`config.mk`:
```
export PLATFORM = sky130hd
export DESIGN_NAME = imem_boot_loader
export DESIGN_NICKNAME = d
export VERILOG_FILES = /design/src/rtl/imem_boot_loader.sv
export SDC_FILE = /design/constraint.sdc
export NUM_CORES = 1
export LEC_CHECK = 0
export BUFFER_PORTS_ARGS = -buffer_cell sky130_fd_sc_hd__buf_2
export CAP_MARGIN = 0
export CORE_MARGIN = 2
export CORE_UTILIZATION = 25
export DETAILED_ROUTE_END_ITERATION = 16
export PLACE_DENSITY = 0.42
export SLEW_MARGIN = 0
export SYNTH_ARGS = -nofsm -noshare
export SYNTH_HDL_FRONTEND = slang
export SYNTH_SLANG_ARGS = --single-unit
```
`constraint.sdc`:
```
create_clock -name CLK -period 2.1 [get_ports CLK]
set_input_delay 0.42 -clock CLK [delete_from_list [all_inputs] [get_ports CLK]]
set_output_delay 0.42 -clock CLK [all_outputs]
set_load 0.1 [all_outputs]
```
`src/rtl/imem_boot_loader.sv`:
```
// Boot loader: receives a framed program image over a byte stream, writes it into
// instruction memory and keeps the core in reset until the checksum is confirmed.
module imem_boot_loader #(
    parameter int          ADDR_WIDTH = 8,
    parameter logic [7:0]  SYNC_BYTE  = 8'hA5
) (
    input  logic                  CLK,
    input  logic                  Reset,
    input  logic [7:0]            rx_data,
    input  logic                  rx_valid,
    output logic                  rx_ready,
    input  logic                  reload,
    output logic                  imem_we,
    output logic [ADDR_WIDTH-1:0] imem_addr,
    output logic [31:0]           imem_wdata,
    output logic                  core_reset,
    output logic                  load_done,
    output logic                  load_error
);

    typedef enum logic [2:0] {
        SYNC,
        CNT_HI,
        CNT_LO,
        DATA,
        CHK,
        DONE,
        ERR
    } state_t;

    localparam logic [16:0] CAPACITY = 17'd1 << ADDR_WIDTH;

    state_t                state;
    state_t                nextState;
    logic [7:0]            countHi;
    logic [15:0]           wordCount;
    logic [ADDR_WIDTH:0]   wordIdx;
    logic [1:0]            byteLane;
    logic [7:0]            checksum;
    logic [23:0]           wordBuf;
    logic                  accept;
    logic [15:0]           rxCount;
    logic                  lastWord;

    assign accept   = rx_valid && rx_ready;
    assign rxCount  = {countHi, rx_data};
    assign lastWord = (16'(wordIdx) + 16'd1) == wordCount;

    // Frame parser transitions; outputs are registered from nextState below.
    always_comb begin
        nextState = state;
        case (state)
            SYNC: begin
                if (accept && rx_data == SYNC_BYTE) nextState = CNT_HI;
            end
            CNT_HI: begin
                if (accept) nextState = CNT_LO;
            end
            CNT_LO: begin
                if (accept) begin
                    if ({1'b0, rxCount} > CAPACITY) nextState = ERR;
                    else if (rxCount == 16'd0)      nextState = CHK;
                    else                            nextState = DATA;
                end
            end
            DATA: begin
                if (accept && byteLane == 2'd3 && lastWord) nextState = CHK;
            end
            CHK: begin
                if (accept) nextState = (rx_data == checksum) ? DONE : ERR;
            end
            DONE, ERR: begin
                if (reload) nextState = SYNC;
            end
            default: nextState = SYNC;
        endcase
    end

    always_ff @(posedge CLK) begin
        if (Reset) begin
            state      <= SYNC;
            rx_ready   <= 1'b1;
            core_reset <= 1'b1;
            load_done  <= 1'b0;
            load_error <= 1'b0;
            imem_we    <= 1'b0;
            imem_addr  <= '0;
            imem_wdata <= '0;
            countHi    <= '0;
            wordCount  <= '0;
            wordIdx    <= '0;
            byteLane   <= '0;
            checksum   <= '0;
            wordBuf    <= '0;
        end else begin
            state      <= nextState;
            rx_ready   <= (nextState != DONE) && (nextState != ERR);
            core_reset <= (nextState != DONE);
            load_done  <= (nextState == DONE);
            load_error <= (nextState == ERR);
            imem_we    <= 1'b0;

            if (nextState == SYNC) begin
                wordIdx  <= '0;
                byteLane <= '0;
                checksum <= '0;
            end

            if (accept) begin
                case (state)
                    CNT_HI: countHi   <= rx_data;
                    CNT_LO: wordCount <= rxCount;
                    DATA: begin
                        // Big-endian: earlier bytes shift toward bit 31.
                        checksum <= checksum ^ rx_data;
                        byteLane <= byteLane + 2'd1;
                        wordBuf  <= {wordBuf[15:0], rx_data};
                        if (byteLane == 2'd3) begin
                            imem_wdata <= {wordBuf, rx_data};
                            imem_addr  <= wordIdx[ADDR_WIDTH-1:0];
                            imem_we    <= 1'b1;
                            wordIdx    <= wordIdx + 1'b1;
                        end
                    end
                    default: ;
                endcase
            end
        end
    end

endmodule

```
# Yosys cells after proc, flatten, opt, wreduce, memory -nomap -nowiden

Index checks and enable logic that the tools add are counted.

Flip-flop bits (word level): 115

Add/sub/neg operators: 3
$lt $le $gt $ge: 1
Equality and inequality tests: 14
Muxes and demuxes: 21
Bitwise logic cells: 3
Reduce and logical (&&, ||, !) cells: 14

Operators with widths:

| kind                                                            | number |
|---|---|
| 2-to-1 mux 9 bit                                                | 4 |
| 2-to-1 mux 3 bit                                                | 8 |
| 2-to-1 mux 8 bit                                                | 3 |
| case mux 3 bit (6 select lines)                                 | 1 |
| equality test 10 x 16 -> 1 bit                                  | 1 |
| greater-than comparator 16 x 9 -> 1 bit (second input constant) | 1 |
| logical NOT 16 bit                                              | 1 |
| equality test 3 bit (second input constant)                     | 5 |
| adder 9 x 1 -> 10 bit (second input constant)                   | 1 |
| adder 9 x 1 -> 9 bit (second input constant)                    | 1 |
| equality test 8 bit                                             | 1 |
| equality test 8 bit (second input constant)                     | 1 |
| 2-to-1 mux 2 bit                                                | 4 |
| bitwise XOR 8 bit                                               | 1 |
| equality test 3 x 2 -> 1 bit (second input constant)            | 2 |
| logical NOT 3 bit                                               | 2 |
| != test 3 bit (second input constant)                           | 2 |
| AND reduction 2 bit                                             | 3 |
| logical AND 1 bit                                               | 5 |
| equality test 3 x 1 -> 1 bit (second input constant)            | 1 |
| AND reduction 3 bit                                             | 1 |
| OR reduction 3 bit                                              | 1 |
| adder 2 x 1 -> 2 bit (second input constant)                    | 1 |
| equality test 2 bit (second input constant)                     | 1 |
| other kinds (3)                                                 | 4 |

# Depth between registers and ports, before layout

Depth in word-level cells: 10
Mapped depth: 9
Mapped depth without buffers: 7

# Worst setup path before layout

No wires, ideal clock.

Path kind: reg-to-reg
From: register rx_ready
To: register checksum[0]
Library setup time: 78 ps
Data arrival time: 2601 ps
Slack: -579 ps
Stages on the path, launching flop included: 7
Path buffers: 1
Clock period less this slack: 2679 ps
Cell sequence: dfxtp_1 -> nand2_1 -> or4b_2 -> o22ai_2 -> nor2_1 -> buf_2 -> nor3_1

Longest elaborated chain between the ends: 9

RTL lines:

| element                         | RTL line | source |
|---|---|---|
| start: declaration              | 11       | `output logic rx_ready,` |
| start signal: assignment        | 97       | `rx_ready <= (nextState != DONE) && (nextState != ERR);` |
| logical AND 1 bit *             | 45       | `assign accept = rx_valid && rx_ready;` |
| logical AND 1 bit (2 in a row)  | 67       | `if (accept && byteLane == 2'd3 && lastWord) nextState = CHK;` |
| 2-to-1 mux 3 bit                | 67       |  |
| case mux 3 bit (6 select lines) | 52       | `case (state)` |
| logical NOT 3 bit               | 103      | `if (nextState == SYNC) begin` |
| 2-to-1 mux 8 bit                | 103      |  |
| 2-to-1 mux 8 bit                | 110      | `case (state)` |
| 2-to-1 mux 8 bit *              | 109      | `if (accept) begin` |
| end signal: assignment          | 115      | `checksum <= checksum ^ rx_data;` |
| end: declaration                | 39       | `logic [7:0] checksum;` |

Mark *: on every way between the ends. The rest lies on a longest branch, timed or not.
A chain may end at the register's enable or synchronous reset.

# Worst setup path in the final report

From: register wordIdx[1]
To: register rx_ready

Longest elaborated chain between the ends: 7

RTL lines:

| element                           | RTL line | source |
|---|---|---|
| start: declaration                | 37       | `logic [ADDR_WIDTH:0] wordIdx;` |
| start signal: assignment          | 122      | `wordIdx <= wordIdx + 1'b1;` |
| adder 9 x 1 -> 10 bit *           | 47       | `assign lastWord = (16'(wordIdx) + 16'd1) == wordCount;` |
| equality test 10 x 16 -> 1 bit *  | 47       |  |
| logical AND 1 bit *               | 67       |  |
| 2-to-1 mux 3 bit *                | 67       |  |
| case mux 3 bit (6 select lines) * | 52       |  |
| != test 3 bit                     | 97       |  |
| logical AND 1 bit *               | 97       |  |

Marked as above.

==> metrics.csv <==
metric,value,unit
outcome,"complete, no violations",
Setup Slack @ Placement,-0.2619,ns
total core area,18710,sq um
final hold vios,0,
syn nets,604,
row count,50,
die area,20190,sq um
largest net degree at the start of global routing,50,
Slew headroom,66.35,%
post-route ant nets,0,
vias,4300,
"FF+latch count, synth",115,
"top cells by area, synth","dfxtp_1, nand2_1, a21oi_1",
Syn Inst Count,590,
instance count on the critical path,7,
Min-Delay Endpoint,imem_wdata[6]$_SDFFE_PP0P_,
R2R depth,7,
Power Total,5.208,mW
kind of cell adding the most delay to the critical path,simple AND/OR/NAND/NOR gates,
# setup viols final,0,
reg2reg setup slack,0.07,ns
RR Endpoint,rx_ready$_SDFF_PP1_,
Initial DRT Pass Iterations,5,
synthesized cell area,4768,sq um
"Reg clk slew, reported paths",0.06,ns
worst hold-check path type,in -> reg,
share of layout cells above drive strength 1,26.60,%
period utilization,96.90,%
top-count cell post-synth,nand2_1,
half-perimeter wire length after placement,9.753,mm
CP arrival,2.32,ns
global route overflow,0,
CP cell instances,"ha_4, nand3_4, or4_4, xnor2_4, nand4_1, o41ai_4, o21ai_1",
P&R area growth vs syn,33.93,%
Bufs on Longest Clock Path,2,
CTS tree,built,
die height,142.1,um
vias in the first global route,4365,
leak pwr,2.409,nW
MaxCap Viol Count,0,
total CTS buffers,17,
WS Path Type,reg -> reg,
Die Span X,142.1,um
synth unique cells,53,
Fmax achieved,491.4,MHz
clock latency on the worst-skew pair,0.41,ns
Power Density,815.6,nW/um^2
All-Layer GR Usage,13.88,%
worst path bufs/invs,0,
fin worst setup slack,0.06500,ns
detail-routed net length per standard cell,14.19,um
non-filler instance count after layout,937,
Ys Warns,0,
Yosys top cell area share,48.28,%
Yosys top cell by area,dfxtp_1,
launch point of the worst hold path,rx_data[6],
placer congestion estimate,0.8669,
Critical Path Sink Type,flop,
initial drt markers,282,
sequential fraction of the synthesis area,48.28,%
Clock Skews,0.006199,ns
Initial Util,25.49,%
initial antenna violation count,0,
clk root buf,clkbuf_16,
most instantiated cells after synthesis,"nand2_1, dfxtp_1, a21oi_1",
"IR drop worst, VDD",0.5472,mV
register area,2313,sq um
FF-to-FF Start,wordIdx[1]$_SDFF_PP0_,
Final TNS setup,0,ns
post-synthesis async set-or-reset flop share,0,%
first-pass GRT wire length,22.07,mm
H-Tree Depth,4,
# DRC,0,
fin nets,704,
final hold slack,0.3191,ns
Tightest Pin Transition,0.5047,ns
Vias/cell,4.589,
I/O Buffers,56,
Startpoint Class,flop,
"slowest stage delay, CP",0.53,ns
Top Ports,57,
fin crit period,2.035,ns
Multi-input gate area,2361,sq um
"EDFF count, synth",0,
clock sinks,115,
"Slowest-stage cell, CP",or4_4,
crit path max fanout,5,
# hold bufs at CTS,0,
final slew viol count,0,
syn avg cell area,8.082,sq um
critical path data required time,2.39,ns
post-placement cell count,902,
n_diodes,0,
Hold Path Cell Cnt,3,
fillers,1968,
drt total wl,13.30,mm
Most used DFF post-synth,dfxtp_1,
RSZ-0062 raised after global routing,yes,
==> final cells by class <==
cell class / instances / share of cell area (%)
clock inverters: 15 / 2.645
repair buffers: 122 / 12.38
multi-input cells: 425 / 36.97
well taps: 234 / 4.585
inverters: 9 / 0.5290
clock buffers: 17 / 6.661
flip-flops and latches: 115 / 36.23
==> worst min-delay path, delay by kind of cell <==
family                 cells  cell delay [ns]
AO/OA/AOI/OAI              1             0.05
buffers and inverters      1             0.15
AND/OR/NAND/NOR            1             0.07
==> registers in the layout, summed over array words and instances, names as in the netlist <==
name        cells
imem_wdata     32
wordBuf        24
wordCount      16
wordIdx         9
checksum        8
countHi         8
imem_addr       8
state           3
byteLane        2
core_reset      1
imem_we         1
load_done       1
load_error      1
rx_ready        1
==> stage by stage <==
stage / cell area, sq um / utilization, %
after floorplan: 4777 / -
after global placement: 5663 / 30.27
after detailed placement: 5663 / 30.27
after CTS: 6287 / 33.61
after global routing: 6386 / 34.14
final: 6386 / 34.14
==> what timing repair did <==
item | in CTS | in global routing
endpoints found under the setup margin | 17 | 32
setup buffers | 1 | 2
pin swaps | 7 | 7
resized for setup | 8 | 20
==> worst max-delay path by stage <==
stage	start	slack, ns	to
6_report	wordIdx[1]$_SDFF_PP0_	0.07	rx_ready$_SDFF_PP1_
5_1_grt	wordIdx[1]$_SDFF_PP0_	-0.06	load_error$_SDFF_PP0_
4_1_cts	wordIdx[1]$_SDFF_PP0_	-0.08	rx_ready$_SDFF_PP1_
3_5_place_dp	reload	-0.26	byteLane[0]$_SDFF_PP0_
3_3_place_gp	reload	-0.25	byteLane[0]$_SDFF_PP0_
2_1_floorplan	wordIdx[0]$_SDFF_PP0_	0.003	rx_ready$_SDFF_PP1_
==> power by group <==
group | total [mW] | switching, mW | internal (mW) | leakage, nW
Sequential | 2.18 | 0.000216 | 2.18 | 0.929
Combinational | 0.123 | 0.0756 | 0.0470 | 1.20
Clock | 2.90 | 1.13 | 1.78 | 0.284
Total | 5.21 | 1.20 | 4.01 | 2.41
==> kinds of logic (layout without fill, tap and decap cells) <==
| family | after synthesis | after routing | share of synthesized area, % |
|---|---|---|---|
| fa+ha+maj | 2 | 2 | 0.5247 |
| simple gates | 267 | 267 | 25.53 |
| flops | 115 | 115 | 48.28 |
| compound gates | 122 | 122 | 14.64 |
| mux | 9 | 9 | 1.889 |
| buf+inv | 50 | 163 | 4.382 |
| xor+xnor | 25 | 25 | 4.749 |
==> layer usage <==
layer | wire length (um) | GRT usage [%] | vias up
met4 | 71 | 4.842 | 0
met3 | 537 | 3.499 | 2
met5 | 0 | 0 | -
met1 | 6474 | 17.96 | 2028
met2 | 6217 | 22.50 | 67
li1 | - | - | 2203
==> cells in the final DEF (no fill, tap or decap), types with 4 or more instances in the layout <==
master and n:
or3_1 4, nand3b_1 8, clkbuf_16 17, o21ai_0 7, buf_4 66, dfxtp_2 6, nor2_1 20, inv_6 7
and2_1 5, nand3_1 5, a21oi_1 86, buf_2 55, a31oi_1 5, dfxtp_1 108, nand2_1 169, mux2i_1 9
nor4_1 9, xor2_1 19, inv_1 7, nand4_1 7, xnor2_1 4, o21ai_1 6, nor3_1 14
(Power assumes the default switching activity.)
